### src/rtl/seg_pattern_reader.sv
// Decodes active-low 7-segment patterns into hex nibbles and packs DIGITS of them per word.
// Optional macro SEG_PATTERN_READER_BLANK_EN: pattern 7F (blank) decodes to 0 without flagging err.
module seg_pattern_reader #(
  parameter int DIGITS = 4
) (
  input  logic                  clock,
  input  logic                  reset,
  input  logic [6:0]            seg_in,
  input  logic                  seg_valid,
  output logic                  seg_ready,
  output logic [4*DIGITS-1:0]   word_out,
  output logic                  word_valid,
  input  logic                  word_ready,
  output logic                  err,
  output logic [2:0]            count
);

  typedef enum logic {COLLECT, FULL} state_t;

  localparam logic [3:0] LAST = 4'(DIGITS - 1);

  state_t     state;
  logic [3:0] cnt;
  logic [4:0] dec;

  // Returns {unrecognised, nibble}.
  function automatic logic [4:0] decode(input logic [6:0] p);
    case (p)
      7'h40: decode = 5'h00;
      7'h79: decode = 5'h01;
      7'h24: decode = 5'h02;
      7'h30: decode = 5'h03;
      7'h19: decode = 5'h04;
      7'h12: decode = 5'h05;
      7'h02: decode = 5'h06;
      7'h78: decode = 5'h07;
      7'h00: decode = 5'h08;
      7'h18: decode = 5'h09;
      7'h08: decode = 5'h0A;
      7'h03: decode = 5'h0B;
      7'h46: decode = 5'h0C;
      7'h21: decode = 5'h0D;
      7'h06: decode = 5'h0E;
      7'h0E: decode = 5'h0F;
`ifdef SEG_PATTERN_READER_BLANK_EN
      7'h7F: decode = 5'h00;
`else
      7'h7F: decode = 5'h10;
`endif
      default: decode = 5'h10;
    endcase
  endfunction

  assign dec = decode(seg_in);

  // The 3-bit port cannot show 8; it reads 7 once an 8-digit word is full.
  assign count = (cnt > 4'd7) ? 3'd7 : cnt[2:0];

  always_ff @(posedge clock or posedge reset) begin
    if (reset) begin
      state      <= COLLECT;
      word_out   <= '0;
      cnt        <= '0;
      err        <= 1'b0;
      word_valid <= 1'b0;
      seg_ready  <= 1'b1;
    end else begin
      case (state)
        COLLECT: begin
          if (seg_valid) begin
            word_out <= {word_out[4*DIGITS-5:0], dec[3:0]};
            cnt      <= cnt + 4'd1;
            err      <= err | dec[4];
            if (cnt == LAST) begin
              state      <= FULL;
              seg_ready  <= 1'b0;
              word_valid <= 1'b1;
            end
          end
        end
        FULL: begin
          if (word_ready) begin
            state      <= COLLECT;
            word_out   <= '0;
            cnt        <= '0;
            err        <= 1'b0;
            word_valid <= 1'b0;
            seg_ready  <= 1'b1;
          end
        end
        default: state <= COLLECT;
      endcase
    end
  end

endmodule

### config.mk
export PLATFORM = sky130hd
export DESIGN_NAME = seg_pattern_reader
export DESIGN_NICKNAME = d
export VERILOG_FILES = /design/src/rtl/seg_pattern_reader.sv
export SDC_FILE = /design/constraint.sdc
export NUM_CORES = 1
export LEC_CHECK = 0
export CAP_MARGIN = 0
export CORE_UTILIZATION = 40
export DETAILED_ROUTE_END_ITERATION = 10
export PLACE_DENSITY = 0.69
export REMOVE_ABC_BUFFERS = 1
export SYNTH_ARGS = -nofsm -noshare
export SYNTH_HDL_FRONTEND = slang
export SYNTH_SLANG_ARGS = --single-unit
### constraint.sdc
create_clock -name clock -period 1.85 [get_ports clock]
set_input_delay 0.185 -clock clock [delete_from_list [all_inputs] [get_ports clock]]
set_output_delay 0.185 -clock clock [all_outputs]
set_load 0.1 [all_outputs]
==> out/metrics.yaml, run 1 <==
placed_design:
  hpwl_um: 2070
  dp_slack_ns: -0.0437
  placed_cell_area_um2: 1690
  place.port_buffers: 32
  gp_congestion: 0.819
layout:
  seq_area_um2: 602
  multiInputGateArea_um2: 619
  finalNetCount: 175
  antenna_cells: 0
  synthToLayoutAreaGrowth_pct: 34.1
  design_area_um2: 1720
  drive_gt1_share_pct: 28.4
  nFillCells: 275
synth:
  synth_common_cells: "dfrtp_1, a22o_1, nand2_1"
  avgSynthCellArea_um2: 10.4
  ys_seq_area_share_pct: 46.8
  synthCells: 123
  ys_seq_elements: 24
  ys_types: 41
  synth-main-ff-cell: "dfrtp_1"
  synth_area_leader_cell: "dfrtp_1"
  yosysMostFrequentCell: "dfrtp_1"
  yosys_warnings: 0
  synth-edff-count: 0
  synthArstFlopShare_pct: 100
  ys_top_cells_by_area: "dfrtp_1, a22o_1, nand2_1"
  synth_top_area_share_pct: 44.8
  syn_area_um2: 1280
cts:
  cts_tree: "yes"
  cts.clk_slew.worst_paths_ns: 0.12
  hold_buffers: 0
  clk_latency_ns: 0.31
  h-tree-depth: 1
  ctsResizeCount: 0
  cts_setup_buffers: 0
  cts.sinks: 24
  root_buffer: "clkbuf_4"
  clk_path_buf_depth: 2
  cts_made_buffers: 3
timing:
  finalSetupViolCount: 0
  relSlewSlack_pct: 44.6
  fin_crit_sh_pct: 89.9
  setup_tns_ns: 0
  fin_worst_skew_ns: 0.00111
  timing.fmax_mhz: 601
  hold_viol: 0
  rsz0062_at_grt: "false"
  drv_slew: 0
  min_period_ns: 1.66
  finalWorstSetupSlack_ns: 0.186
  worst_pin_slew_ns: 0.831
floorplanning:
  die_w_um: 58.7
  die_h_um: 58.7
  dieArea_um2: 3440
  core_um2: 3050
  std_cell_rows: 20
  io_pins: 33
  start_util_pct: 42.1
grt:
  antenna_found_initial: 0
  grt_pass1_vias: 1088
  track_usage_pct: 18.5
  grt_max_degree: 25
  grt_pass1_wl_um: 4850
  grt-ovfl-total: 0
drt:
  vias: 1119
  first_iter_violations: 24
  wirelength_um: 2750
  drtAntennaViolNets: 0
  drt-pass1-iter-count: 4
  drc: 0
  wl_per_cell_um: 13.3
  viasPerCell: 5.43
status:
  status: "finished clean"
min_path:
  hold_path.class: "input port to async pin"
worst_setup_path:
  crit_path_max_fanout: 12
  criticalPathCategory: "flop to flop"
  crit_path_end_kind: "flop"
  arrival_ns: 1.93
  reg2regPathDepth: 4
  start_kind: "flop"
  required_ns: 2.11
pwr:
  power_density_nw_per_um2: 1490
  leakage_nw: 0.792
  peakVddDrop_mv: 0.553
flow_run:
  drv_cap: 0
## worst paths after layout
check                          start      endpoint  slack, ns
setup / recovery               state  word_out[14]       0.19
hold / removal                 reset   word_out[8]       0.19
setup reg to reg               state  word_out[14]       0.19
hold reg to reg            seg_ready     seg_ready       0.50
max in group asynchronous      reset     seg_ready       1.38
min in group clock         seg_ready     seg_ready       0.50
## logic make-up (layout without fill, tap and decap cells)
kind of cell,count (synthesis),count (layout),synth area share (%)
multiplexers,2,2,1.75
XOR/XNOR,4,4,2.73
AO/OA/AOI/OAI,35,35,22.4
buffers and inverters,15,54,4.97
flip-flops,24,24,46.8
AND/OR/NAND/NOR,42,42,20.4
adder cells (fa/ha/maj),1,1,0.974
## final cells by class
cell class / count / area share, %
clock buffers: 4 / 2.11
inverters: 4 / 0.871
multi-input cells: 84 / 35.9
flip-flops and latches: 24 / 34.9
well taps: 44 / 3.20
repair buffers: 46 / 22.9
## critical path: stages (launching register included)
cell	delay, ns
dfrtp_1	0.46
nor2b_1	0.09
a21oi_1	0.65
buf_4	0.28
a22o_1	0.13
## sequential cells by signal, indices dropped and copies added, names as in the netlist
name,cells
err,1
state,1
cnt,4
word_valid,1
word_out,16
seg_ready,1
## power breakdown
part,leakage [nW],internal (mW),switching (mW)
Clock,0.0210,0.120,0.152
Sequential,0.315,0.657,0.117
Combinational,0.456,0.409,1.12
## cells in the final DEF (no fill, tap or decap), types with 3 or more instances in the layout
cell	synthesis	routed
a21oi_1	3	3
a22o_1	17	17
buf_4	1	34
clkbuf_4	0	3
clkdlybuf4s50_1	0	10
dfrtp_1	23	23
inv_1	4	4
nand2_1	9	9
nand4_1	4	4
nor2_1	4	4
nor3b_1	3	3
o2111ai_1	3	3
o21ai_0	3	3
xor2_1	3	3
## per-layer routing
metal | share of wire, % | vias to the layer above | routed length, µm | GRT usage, %
met5 | 0 | - | 0 | 0
met4 | 2.4 | 0 | 66 | 10.5
met3 | 3.8 | 5 | 105 | 1.32
met2 | 48 | 34 | 1330 | 30.2
met1 | 45 | 535 | 1250 | 24.5
li1 | - | 545 | - | -
## per-stage QoR
step,util [%],hold WS (ns),instances,power [mW]
after floorplan,-,0.199,112,1.90
after global placement,55.2,0.462,202,2.30
after detailed placement,55.2,0.474,202,2.32
after CTS,56.4,0.198,206,2.59
after global routing,56.4,0.221,206,2.69
final,56.4,0.195,206,2.57
No activity file was read; power rests on OpenSTA's default activity.
==> run 2: changes to the inputs <==
--- a/config.mk
+++ b/config.mk
@@ -8,7 +8,7 @@
 export CAP_MARGIN = 0
 export CORE_UTILIZATION = 40
 export DETAILED_ROUTE_END_ITERATION = 10
-export PLACE_DENSITY = 0.69
+export PLACE_DENSITY = 0.67
 export REMOVE_ABC_BUFFERS = 1
 export SYNTH_ARGS = -nofsm -noshare
 export SYNTH_HDL_FRONTEND = slang
==> run 2 against run 1 <==
Final cell count grew 0.49%. Hold slack gained 0.014 ns. Core utilization is 0.25 points higher. Cell area grew 0.44%. Clock skew increased by 0.0021 ns. Combinational power barely moved. Critical endpoint is now word_out[1]. Highest routed layer unchanged.
==> out/metrics.yaml, run 2 (synthesis gave the netlist of run 1 again) <==
cts:
  clk_path_buf_depth: 2  # unchanged
  clk_latency_ns: 0.30  # was 0.31 ns
  cts_setup_buffers: 0  # unchanged
  ctsResizeCount: 0  # unchanged
  h-tree-depth: 1  # unchanged
  cts_tree: "yes"  # unchanged
  hold_buffers: 0  # unchanged
  root_buffer: "clkbuf_4"  # unchanged
  cts.sinks: 24  # unchanged
  cts_made_buffers: 3  # unchanged
  cts.clk_slew.worst_paths_ns: 0.12  # about the same
drt:
  wl_per_cell_um: 13.7  # was 13.3 µm
  drc: 0  # unchanged
  viasPerCell: 5.46  # was 5.43
  drtAntennaViolNets: 0  # unchanged
  wirelength_um: 2830  # was 2750 µm
  drt-pass1-iter-count: 4  # unchanged
  vias: 1131  # was 1,119
  first_iter_violations: 42  # was 24
grt:
  grt_pass1_vias: 1058  # was 1,088
  met2_usage_pct: 30.0  # was 30.2%
  track_usage_pct: 17.9  # was 18.5%
  grt_pass1_wl_um: 4760  # was 4850 µm
  grt-ovfl-total: 0  # unchanged
  grtUsageMet3_pct: 1.54  # was 1.32%
  busiest_layer: "met2"  # unchanged
  grt_use_met1_pct: 23.3  # was 24.5%
  antenna_found_initial: 0  # unchanged
  grt_max_degree: 25  # unchanged
floorplanning:
  dieArea_um2: 3440  # unchanged
  die_h_um: 58.7  # unchanged
  std_cell_rows: 20  # unchanged
  io_pins: 33  # unchanged
  core_um2: 3050  # unchanged
  start_util_pct: 42.1  # unchanged
  die_w_um: 58.7  # unchanged
layout:
  design_area_um2: 1730  # was 1720 µm²
  nFillCells: 277  # was 275
  regMostFlops: "word_out"  # unchanged
  largest_reg_flops: 16  # unchanged
  layout.cells.non_filler: 207  # was 206
  top_regs: "word_out (16), cnt (4)"  # unchanged
  antenna_cells: 0  # unchanged
  layout_common_cells: "buf_4, dfrtp_1, a22o_1"  # unchanged
  drive_gt1_share_pct: 28.8  # was 28.4%
  layout_commonest_cell: "buf_4"  # unchanged
  synthToLayoutAreaGrowth_pct: 34.7  # was 34.1%
  finalNetCount: 176  # was 175
  finish.utilization_pct: 56.7  # was 56.4%
timing:
  drv_slew: 0  # unchanged
  rsz0062_at_grt: "false"  # unchanged
  relSlewSlack_pct: 74.3  # was 44.6%
  fin_worst_skew_ns: 0.00326  # was 0.00111 ns
  timing.fmax_mhz: 623  # was 601 MHz
  fin_crit_sh_pct: 86.8  # was 89.9%
  hold_ws_ns: 0.209  # was 0.195 ns
  hold_viol: 0  # unchanged
  worst_pin_slew_ns: 0.384  # was 0.831 ns
  setup_tns_ns: 0  # unchanged
  finalSetupViolCount: 0  # unchanged
  min_period_ns: 1.61  # was 1.66 ns
  finalWorstSetupSlack_ns: 0.244  # was 0.186 ns
pwr:
  peakVddDrop_mv: 0.566  # was 0.553 mV
  total_power_mw: 2.57  # about the same
  leakage_nw: 0.796  # was 0.792 nW
  power_density_nw_per_um2: 1490  # about the same
worst_setup_path:
  required_ns: 2.10  # was 2.11 ns
  crit_path_max_fanout: 4  # was 12
  crit_family: "compound AO/OA/AOI/OAI gates"  # unchanged
  reg2regPathDepth: 4  # unchanged
  arrival_ns: 1.86  # was 1.93 ns
  critPathBufInv: 1  # unchanged
  crit_path_end_kind: "flop"  # unchanged
  max_stage_delay_ns: 0.53  # was 0.65 ns
  cp_slowest_cell: "or4b_1"  # was a21oi_1
  start_kind: "input port"  # was flop
  crit_cells: 5  # was 4
  path_cells: "clkdlybuf4s50_1 -> or4b_1 -> a2111o_1 -> o311ai_1 -> a22o_1"  # was nor2b_1 -> a21oi_1 -> buf_4 -> a22o_1
  criticalPathCategory: "input port to flop"  # was flop to flop
placed_design:
  hpwl_um: 2080  # was 2070 µm
  dp_slack_ns: -0.0652  # was -0.0437 ns
  place_inst: 203  # was 202
  place.port_buffers: 32  # unchanged
  placed_cell_area_um2: 1690  # about the same
  gp_congestion: 0.847  # was 0.819
status:
  status: "finished clean"  # unchanged
min_path:
  hold_path.class: "input port to async pin"  # unchanged
flow_run:
  drv_cap: 0  # unchanged
[run 2: changes by cell type in the layout (fill, tap and decap cells not counted)]
cell / before / now
buf_4: 34 / 35
[run 2: path summary, 6_finish.rpt]
check | startpoint | to | slack, ns
max in group asynchronous | reset | seg_ready | 1.35
setup / recovery | seg_in[6] | word_out[1] | 0.24
hold / removal | reset | word_out[11] | 0.21
min in group clock | seg_ready | seg_ready | 0.50
hold reg to reg | seg_ready | seg_ready | 0.50
setup reg to reg | state | cnt[0] | 0.46
[run 2: cell type report]
cell class	instances	area (µm²)	area share [%]
clock buffer	4	36.3	2.10
tap	44	55.1	3.18
sequential	24	602	34.8
multi-input combinational	84	619	35.8
timing repair buffer	47	403	23.3
inverter	4	15.0	0.868
[run 2: worst min-delay path, cell delays in order]
cell and delay, ns:
clkdlybuf4s50_1 0.40, inv_1 0.05, buf_4 0.28
[run 2: power breakdown]
part           leakage, nW  internal, mW  switching, mW
clock               0.0210         0.120          0.144
combinational        0.460         0.415           1.12
sequential           0.315         0.658          0.114
total                0.796          1.19           1.38
[run 2: metal layers]
layer  share of wire (%)  up-vias
met3                 3.5        2
met1                  46      556
li1                    -      544
met5                   0        -
met2                  49       29
met4                 1.2        0
==> run 3: changes to the inputs <==
--- a/config.mk
+++ b/config.mk
@@ -6,9 +6,8 @@
 export NUM_CORES = 1
 export LEC_CHECK = 0
 export CAP_MARGIN = 0
-export CORE_UTILIZATION = 40
+export CORE_UTILIZATION = 31
 export DETAILED_ROUTE_END_ITERATION = 10
-export PLACE_DENSITY = 0.67
 export REMOVE_ABC_BUFFERS = 1
 export SYNTH_ARGS = -nofsm -noshare
 export SYNTH_HDL_FRONTEND = slang
==> run 3 against run 2 <==
Critical path type unchanged. Combinational power decreased by 3%. Clock skew decreased by 0.0022 ns. Total power increased by 5.7%. Via count increased by 2.0%. Die area increased by 28%. Global-route usage decreased by 3.6 points. Non-clock buffer count decreased by 1. Sequential share of layout area decreased by 0.45 points. Hold slack improved by 0.043 ns. Largest power group unchanged. Critical endpoint unchanged. Maximum frequency decreased by 0.26%. Core utilization decreased by 13 points.
==> out/metrics.yaml, run 3 (synthesis gave the netlist of run 1 again) <==
floorplanning:
  dieArea_um2: 4410  # was 3440 µm²
  core_um2: 4000  # was 3050 µm²
  std_cell_rows: 23  # was 20
  die_w_um: 66.4  # was 58.7 µm
  die_h_um: 66.4  # was 58.7 µm
  io_pins: 33  # unchanged
  start_util_pct: 32.1  # was 42.1%
timing:
  worst_pin_slew_ns: 0.674  # was 0.384 ns
  finalSetupViolCount: 0  # unchanged
  hold_viol: 0  # unchanged
  relSlewSlack_pct: 55.1  # was 74.3%
  timing.fmax_mhz: 621  # was 623 MHz
  hold_ws_ns: 0.252  # was 0.209 ns
  fin_crit_sh_pct: 87.0  # was 86.8%
  rsz0062_at_grt: "false"  # unchanged
  min_period_ns: 1.61  # about the same
  fin_worst_skew_ns: 0.00105  # was 0.00326 ns
  drv_slew: 0  # unchanged
worst_setup_path:
  criticalPathCategory: "input port to flop"  # unchanged
  start_kind: "input port"  # unchanged
  crit_path_end_kind: "flop"  # unchanged
  crit_path_max_fanout: 3  # was 4
  arrival_ns: 1.82  # was 1.86 ns
  required_ns: 2.06  # was 2.10 ns
placed_design:
  hpwl_um: 2190  # was 2080 µm
  gp_congestion: 0.807  # was 0.847
  placed_cell_area_um2: 1680  # was 1690 µm²
  place.port_buffers: 32  # unchanged
layout:
  design_area_um2: 1750  # was 1730 µm²
  synthToLayoutAreaGrowth_pct: 36.4  # was 34.7%
  regMostFlops: "word_out"  # unchanged
  drive_gt1_share_pct: 28.4  # was 28.8%
  largest_reg_flops: 16  # unchanged
  antenna_cells: 0  # unchanged
  layout_common_cells: "buf_4, dfrtp_1, a22o_1"  # unchanged
  top_regs: "word_out (16), cnt (4)"  # unchanged
  finish.utilization_pct: 43.8  # was 56.7%
  finalNetCount: 175  # was 176
  layout_commonest_cell: "buf_4"  # unchanged
cts:
  clk_latency_ns: 0.26  # was 0.30 ns
  cts.clk_slew.worst_paths_ns: 0.08  # was 0.12 ns
  cts_setup_buffers: 0  # unchanged
  cts_tree: "yes"  # unchanged
  clk_path_buf_depth: 2  # unchanged
  ctsResizeCount: 0  # unchanged
  root_buffer: "clkbuf_8"  # was clkbuf_4
  cts.sinks: 24  # unchanged
  h-tree-depth: 1  # unchanged
  hold_buffers: 0  # unchanged
  cts_made_buffers: 3  # unchanged
drt:
  top_layer_used: "met4"  # unchanged
  routedLengthMet1_um: 1300  # was 1310 µm
  wirelength_um: 2880  # was 2830 µm
  drc: 0  # unchanged
  drt-pass1-iter-count: 4  # unchanged
  drtAntennaViolNets: 0  # unchanged
  wl_met3_um: 148  # was 99 µm
  viasPerCell: 5.44  # was 5.46
  vias: 1154  # was 1,131
  dr_wl_met2_um: 1420  # was 1390 µm
  wl_per_cell_um: 13.6  # was 13.7 µm
  first_iter_violations: 71  # was 42
grt:
  grt_pass1_wl_um: 4990  # was 4760 µm
  track_usage_pct: 14.3  # was 17.9%
  antenna_found_initial: 0  # unchanged
  grt-ovfl-total: 0  # unchanged
  grt_max_degree: 25  # unchanged
  grt_pass1_vias: 1102  # was 1,058
min_path:
  hold_path.class: "input port to async pin"  # unchanged
pwr:
  leakage_nw: 0.802  # was 0.796 nW
  power_density_nw_per_um2: 1550  # was 1490 nW/µm²
  peakVddDrop_mv: 0.600  # was 0.566 mV
flow_run:
  drv_cap: 0  # unchanged
status:
  status: "finished clean"  # unchanged
## run 3: metrics by stage
stage / cells / total power [mW] / setup TNS (ns) / setup WS [ns]
floorplan: 112 / 1.90 / -3.02 / -0.251
global placement: 208 / 2.26 / -0.0168 / -0.0168
detailed placement: 208 / 2.28 / -0.0393 / -0.0393
CTS: 212 / 2.74 / 0 / 0.227
global route: 212 / 2.84 / 0 / 0.151
finish: 212 / 2.72 / 0 / 0.240
## run 3: cell type report
cell class | instances | area [µm²]
Clock buffer | 3 | 41.3
Clock inverter | 1 | 30.0
Fill cell | 373 | 2250
Inverter | 4 | 15.0
Multi-Input combinational cell | 84 | 619
Sequential cell | 24 | 602
Tap cell | 50 | 62.6
Timing Repair Buffer | 46 | 383
## run 3: power breakdown
group | switching, mW | internal [mW]
clock network | 0.161 | 0.289
logic | 1.12 | 0.375
registers | 0.116 | 0.658
total | 1.40 | 1.32
## run 3: critical path, stage by stage
cell and delay (ns):
clkdlybuf4s50_1 0.43, or4b_1 0.53, a2111o_1 0.42, o311ai_1 0.08
a22o_1 0.16
## run 3: final timing paths
kind	from	endpoint	slack (ns)	depth (start not counted)
setup reg to reg	state	word_out[15]	0.27	4
hold reg to reg	word_valid	word_valid	0.48	2
min in group clock	word_valid	word_valid	0.48	2
setup / recovery	seg_in[6]	word_out[1]	0.24	5
max in group asynchronous	reset	seg_ready	1.31	3
hold / removal	reset	word_out[12]	0.25	3
## run 3: per-layer routing
metal | vias up | global-route usage (%)
met5 | - | 0
met4 | 0 | 3.99
met3 | 2 | 1.21
met2 | 36 | 25.5
met1 | 568 | 18.3
li1 | 548 | -
